### config.mk
export PLATFORM = sky130hd
export DESIGN_NAME = and_test_sequencer_flat
export DESIGN_NICKNAME = d
export VERILOG_FILES = /design/src/rtl/and_test_sequencer_if.sv /design/src/rtl/and_test_sequencer.sv /design/src/flat_wrapper.sv
export SDC_FILE = /design/constraint.sdc
export NUM_CORES = 1
export LEC_CHECK = 0
export CAP_MARGIN = 20
export CORE_UTILIZATION = 57
export DETAILED_ROUTE_END_ITERATION = 8
export GPL_TIMING_DRIVEN = 0
export PLACE_DENSITY = 0.83
export SLEW_MARGIN = 25
export SYNTH_ARGS = -nofsm -noshare
export SYNTH_HDL_FRONTEND = slang
export SYNTH_SLANG_ARGS = --single-unit
### constraint.sdc
create_clock -name clk -period 2.7 [get_ports clk]
set_input_delay 0.27 -clock clk [delete_from_list [all_inputs] [get_ports clk]]
set_output_delay 0.27 -clock clk [all_outputs]
set_load 0.05 [all_outputs]
### src/rtl/and_test_sequencer_if.sv
// and_test_sequencer_if -- signal bundle between the AND-gate test sequencer
// and its surroundings.
//   start      : begin a test run
//   dut_y      : output of the AND gate under test
//   i1, i2     : registered stimulus to the gate under test
//   busy, done : run in progress / run complete
//   pass       : valid while done, high when no mismatches were seen
//   step       : index of the vector currently driven (0..11)
//   err_count  : mismatches in the current run, saturating at 15
//   mismatch   : one-cycle pulse on a failing compare
// master = sequencer side, slave = controller / gate side.
interface and_test_sequencer_if;
  logic       start;
  logic       dut_y;
  logic       i1;
  logic       i2;
  logic       busy;
  logic       done;
  logic       pass;
  logic [3:0] step;
  logic [3:0] err_count;
  logic       mismatch;

  modport master (
    input  start, dut_y,
    output i1, i2, busy, done, pass, step, err_count, mismatch
  );

  modport slave (
    output start, dut_y,
    input  i1, i2, busy, done, pass, step, err_count, mismatch
  );
endinterface

### src/rtl/and_test_sequencer.sv
// and_test_sequencer -- walks a fixed 12-entry (i1,i2) vector table into a
// 2-input AND gate, holds each vector DWELL cycles and compares the gate
// output on the last cycle of each dwell.
// Ports:
//   clk   : rising-edge clock
//   reset : synchronous, active-high; priority over every other input
//   bus   : and_test_sequencer_if.master (start/dut_y in, status and stimulus out)
// Parameter DWELL (2..255): cycles each vector is held.
// Optional build macro AND_SEQ_STOP_ON_ERR_EN: the first failing compare
// ends the run (DONE on the next edge, step holds the failing index).
module and_test_sequencer #(
  parameter int DWELL = 4
) (
  input  logic                  clk,
  input  logic                  reset,
  and_test_sequencer_if.master  bus
);

  typedef enum logic [1:0] {IDLE, RUN, DONE} state_t;

  state_t     state, state_n;
  logic [3:0] step, step_n;
  logic [3:0] err, err_n;
  logic [7:0] cnt, cnt_n;
  logic       i1_q, i2_q, i1_n, i2_n;
  logic       cmp, miss_raw;

  // Vector table, entry = {i1,i2}.
  function automatic logic [1:0] vec(input logic [3:0] s);
    case (s)
      4'd0:    vec = 2'b10;
      4'd1:    vec = 2'b11;
      4'd2:    vec = 2'b01;
      4'd3:    vec = 2'b00;
      4'd4:    vec = 2'b10;
      4'd5:    vec = 2'b11;
      4'd6:    vec = 2'b01;
      4'd7:    vec = 2'b00;
      4'd8:    vec = 2'b01;
      4'd9:    vec = 2'b11;
      4'd10:   vec = 2'b01;
      default: vec = 2'b00;
    endcase
  endfunction

  // Compare only on the last dwell cycle; dut_y is don't-care elsewhere.
  // i1_q/i2_q always hold table[step] while running, so they are the expectation.
  assign cmp      = (state == RUN) && (cnt == 8'(DWELL - 1));
  assign miss_raw = cmp && (bus.dut_y != (i1_q & i2_q));

  always_comb begin
    state_n = state;
    step_n  = step;
    err_n   = err;
    cnt_n   = cnt;
    i1_n    = i1_q;
    i2_n    = i2_q;
    case (state)
      IDLE, DONE: begin
        if (bus.start) begin
          state_n      = RUN;
          step_n       = 4'd0;
          cnt_n        = 8'd0;
          err_n        = 4'd0;
          {i1_n, i2_n} = vec(4'd0);
        end
      end
      RUN: begin
        cnt_n = cnt + 8'd1;
        if (cmp) begin
          if (miss_raw && err != 4'd15) err_n = err + 4'd1;
          cnt_n = 8'd0;
`ifdef AND_SEQ_STOP_ON_ERR_EN
          if (miss_raw || step == 4'd11) begin
`else
          if (step == 4'd11) begin
`endif
            state_n      = DONE;
            {i1_n, i2_n} = 2'b00;
          end else begin
            step_n       = step + 4'd1;
            {i1_n, i2_n} = vec(step + 4'd1);
          end
        end
      end
      default: state_n = IDLE;
    endcase
  end

  always_ff @(posedge clk) begin
    if (reset) begin
      state <= IDLE;
      step  <= 4'd0;
      err   <= 4'd0;
      cnt   <= 8'd0;
      i1_q  <= 1'b0;
      i2_q  <= 1'b0;
    end else begin
      state <= state_n;
      step  <= step_n;
      err   <= err_n;
      cnt   <= cnt_n;
      i1_q  <= i1_n;
      i2_q  <= i2_n;
    end
  end

  assign bus.i1        = i1_q;
  assign bus.i2        = i2_q;
  assign bus.busy      = (state == RUN);
  assign bus.done      = (state == DONE);
  assign bus.pass      = (state == DONE) && (err == 4'd0);
  assign bus.step      = step;
  assign bus.err_count = err;
  // Suppressed under reset so an aborted run never reports a late failure.
  assign bus.mismatch  = miss_raw && !reset;

endmodule

### src/flat_wrapper.sv
// flat-port wrapper written by rule: the top's interface ports become plain ports
module and_test_sequencer_flat 
#(
  parameter int DWELL = 4
)
  (clk, reset, bus_start, bus_dut_y, bus_i1, bus_i2, bus_busy, bus_done, bus_pass, bus_step, bus_err_count, bus_mismatch);
  and_test_sequencer_if bus_i ();
  input  logic clk;
  input  logic reset;
  input wire logic [$bits(bus_i.start)-1:0] bus_start;
  input wire logic [$bits(bus_i.dut_y)-1:0] bus_dut_y;
  output wire logic [$bits(bus_i.i1)-1:0] bus_i1;
  output wire logic [$bits(bus_i.i2)-1:0] bus_i2;
  output wire logic [$bits(bus_i.busy)-1:0] bus_busy;
  output wire logic [$bits(bus_i.done)-1:0] bus_done;
  output wire logic [$bits(bus_i.pass)-1:0] bus_pass;
  output wire logic [$bits(bus_i.step)-1:0] bus_step;
  output wire logic [$bits(bus_i.err_count)-1:0] bus_err_count;
  output wire logic [$bits(bus_i.mismatch)-1:0] bus_mismatch;
  assign bus_i.start = bus_start;
  assign bus_i.dut_y = bus_dut_y;
  assign bus_i1 = bus_i.i1;
  assign bus_i2 = bus_i.i2;
  assign bus_busy = bus_i.busy;
  assign bus_done = bus_i.done;
  assign bus_pass = bus_i.pass;
  assign bus_step = bus_i.step;
  assign bus_err_count = bus_i.err_count;
  assign bus_mismatch = bus_i.mismatch;
  and_test_sequencer #(.DWELL(DWELL)) u_core (.clk(clk), .reset(reset), .bus(bus_i));
endmodule
==> impl_metrics.json <==
{
  "critPathKind": "reg -> out",
  "die_y_microns": 48.0,
  "hp-class": "reg -> reg",
  "path_clk_slew_ns": 0.12,
  "setup_slack_ns": 0.171,
  "rrSetupSlack_ns": 0.81,
  "post-route-period-util": 0.937,
  "path_buf_inv": 1,
  "irDropWorstVdd_mv": 0.377,
  "ys_seq_area_frac": 0.333,
  "gp_congestion": 0.839,
  "drt-pass1-iter-count": 5,
  "io_pins": 18,
  "synth-edff-count": 0,
  "grt_pass1_wl_mm": 4.00,
  "grt_max_degree": 13,
  "max_freq_ghz": 0.395,
  "netlist_top_cells_area": "dfxtp_1 (33%), ha_1 (6.2%), a21oi_1 (4.2%)",
  "syn_area_sq_um": 1200,
  "rsz0062_at_grt": "false",
  "outcome": "finished, final reports clean",
  "io_buffers": 17,
  "final_common_cell": "dfxtp_1",
  "hold_buffers": 0,
  "syn_avg_cell_area_sq_um": 8.92,
  "cts_resized": 1,
  "synth_cells": 135,
  "die-area_sq_um": 2300,
  "grt_pass1_vias": 967,
  "setup_viol": 0,
  "cpPeakStageDelay_ns": 0.55,
  "drv_cap": 0,
  "layout_min_cycle_time_ns": 2.53,
  "end_kind": "output port",
  "synth_top_area_cell": "dfxtp_1",
  "rows": 16,
  "crit_path_top_delay_cell": "dlygate4sd2_1",
  "area_delta_synth_final_pct": 21.2,
  "fin_tns_setup_ns": 0,
  "final_cell_mix": "dfxtp_1 (20), clkdlybuf4s50_1 (16), nor2_1 (12)",
  "crit_arrival_ns": 2.26,
  "hold_violations": 0,
  "cts_root_buf": "clkbuf_4",
  "grt_util_all_layers": 0.253,
  "yosysWarnings": 0,
  "critical_path_required_ns": 2.43,
  "critPathTopFamily": "simple AND/OR/NAND/NOR gates",
  "fin_nets": 167,
  "leakagePower_nw": 0.593,
  "ys_async_sr_fraction": 0,
  "report.final.slew_viol_count": 0,
  "synth_nets": 145,
  "ant_nets": 0,
  "routed-via-count": 1110,
  "fin_skew_ns": 0.00357,
  "start_kind": "register",
  "antenna_cells": 0,
  "synthFlopType": "dfxtp_1",
  "cts_tree": "built",
  "viasPerCell": 6.07,
  "numCtsBuffers": 3,
  "power.density_nw_per_um2": 459,
  "cts_max_path_buffers": 2,
  "path_max_fanout": 6,
  "synth-seq-cells": 20,
  "first_iter_violations": 38,
  "coreArea_sq_um": 1980,
  "cts_sinks": 20,
  "crit_path_cell_trace": "ha_1, nor4b_4, nand2_1, nor3_1, dlygate4sd2_1",
  "die_width_microns": 48.0,
  "grt_overflow": 0,
  "yosysUniqueCellTypes": 46,
  "start_util": 0.607,
  "wirelength_mm": 2.59,
  "antenna_found_initial": 0,
  "drc": 0,
  "wire_per_inst_microns": 14.2,
  "drive_gt1_frac": 0.103,
  "preCtsSetupSlack_ns": 0.264,
  "n_fill_cell": 144,
  "cts_setup_buffers": 0,
  "dp_hpwl_mm": 1.89,
  "tightest_slew_ns": 0.552,
  "slew-limit-headroom": 0.631,
  "cts_max_level": 1,
  "synth_top_area_frac": 0.333,
  "clkLatencyLatePin_ns": 0.31
}
==> registers in the layout, indices dropped and copies added, names as in the netlist <==
register	flops
u_core.cnt	8
u_core.bus.err_count	4
u_core.bus.step	4
u_core.state	2
u_core.bus.i1	1
u_core.bus.i2	1
==> worst paths after layout <==
path | cells after the start | from | end
setup reg to reg | 5 | u_core.cnt[0] | u_core.bus.step[2]
hold / removal | 2 | u_core.bus.i2 | u_core.bus.i2
hold reg to reg | 2 | u_core.bus.i2 | u_core.bus.i2
setup / recovery | 5 | u_core.cnt[0] | bus_mismatch
==> layer usage <==
metal	GRT usage	wire, microns
met2	0.438	1260
met1	0.298	1180
met3	0.0528	121
met4	0.117	29
met5	0	0
==> Yosys cell counts, types with 2 or more instances <==
library cell  instances
a21o_1                2
a21oi_1              10
a311oi_1              3
a41oi_1               4
and3_1                2
and3b_1               2
buf_2                 2
clkbuf_1              2
dfxtp_1              20
ha_1                  6
inv_1                 8
mux2i_1               4
nand2_1               8
nand2b_1              5
nand3_1               7
nor2_1               12
nor3_1                2
o21ai_0               6
o32ai_1               2
xnor2_1               2
==> logic make-up (layout without fill, tap and decap cells) <==
| logic type | after synthesis | after routing | share of synthesized area |
|---|---|---|---|
| fa+ha+maj | 6 | 6 | 0.0624 |
| flops | 20 | 20 | 0.333 |
| buf+inv | 13 | 34 | 0.0426 |
| mux | 5 | 5 | 0.0457 |
| compound gates | 37 | 37 | 0.220 |
| xor+xnor | 3 | 3 | 0.0218 |
| simple gates | 51 | 51 | 0.274 |
==> power breakdown <==
group / switching [mW] / internal [mW] / leakage (nW)
Clock: 0.0991 / 0.150 / 0.0279
Combinational: 0.0719 / 0.0376 / 0.403
Sequential: 0.00765 / 0.304 / 0.162
Total: 0.179 / 0.491 / 0.593
==> layout make-up <==
cell class / count / area (sq um) / share of cell area
clock buffer: 3 / 22.5 / 0.0154
inverter: 9 / 33.8 / 0.0232
timing repair buffer: 17 / 169 / 0.116
sequential: 20 / 400 / 0.274
buffer: 4 / 17.5 / 0.0120
tap: 27 / 33.8 / 0.0232
clock inverter: 1 / 30.0 / 0.0206
multi-input combinational: 102 / 752 / 0.515
==> worst reg2reg max path, cell delays in order (launching register included) <==
cell	delay (ns)
dfxtp_1	0.38
ha_1	0.24
nor4b_4	0.44
nand4b_4	0.22
mux2_4	0.34
a211oi_2	0.21
==> stage by stage <==
step	total power, mW	hold slack, ns	utilization	instance area (sq um)	cells
6_report	0.670	0.522	0.736	1460	183
5_1_grt	0.695	0.544	0.736	1460	183
4_1_cts	0.673	0.522	0.736	1460	183
3_5_place_dp	0.426	0.504	0.710	1410	179
3_3_place_gp	0.424	0.488	0.710	1410	179
2_1_floorplan	0.393	0.446	-	1200	135
Power figures use the tool's default switching activity.
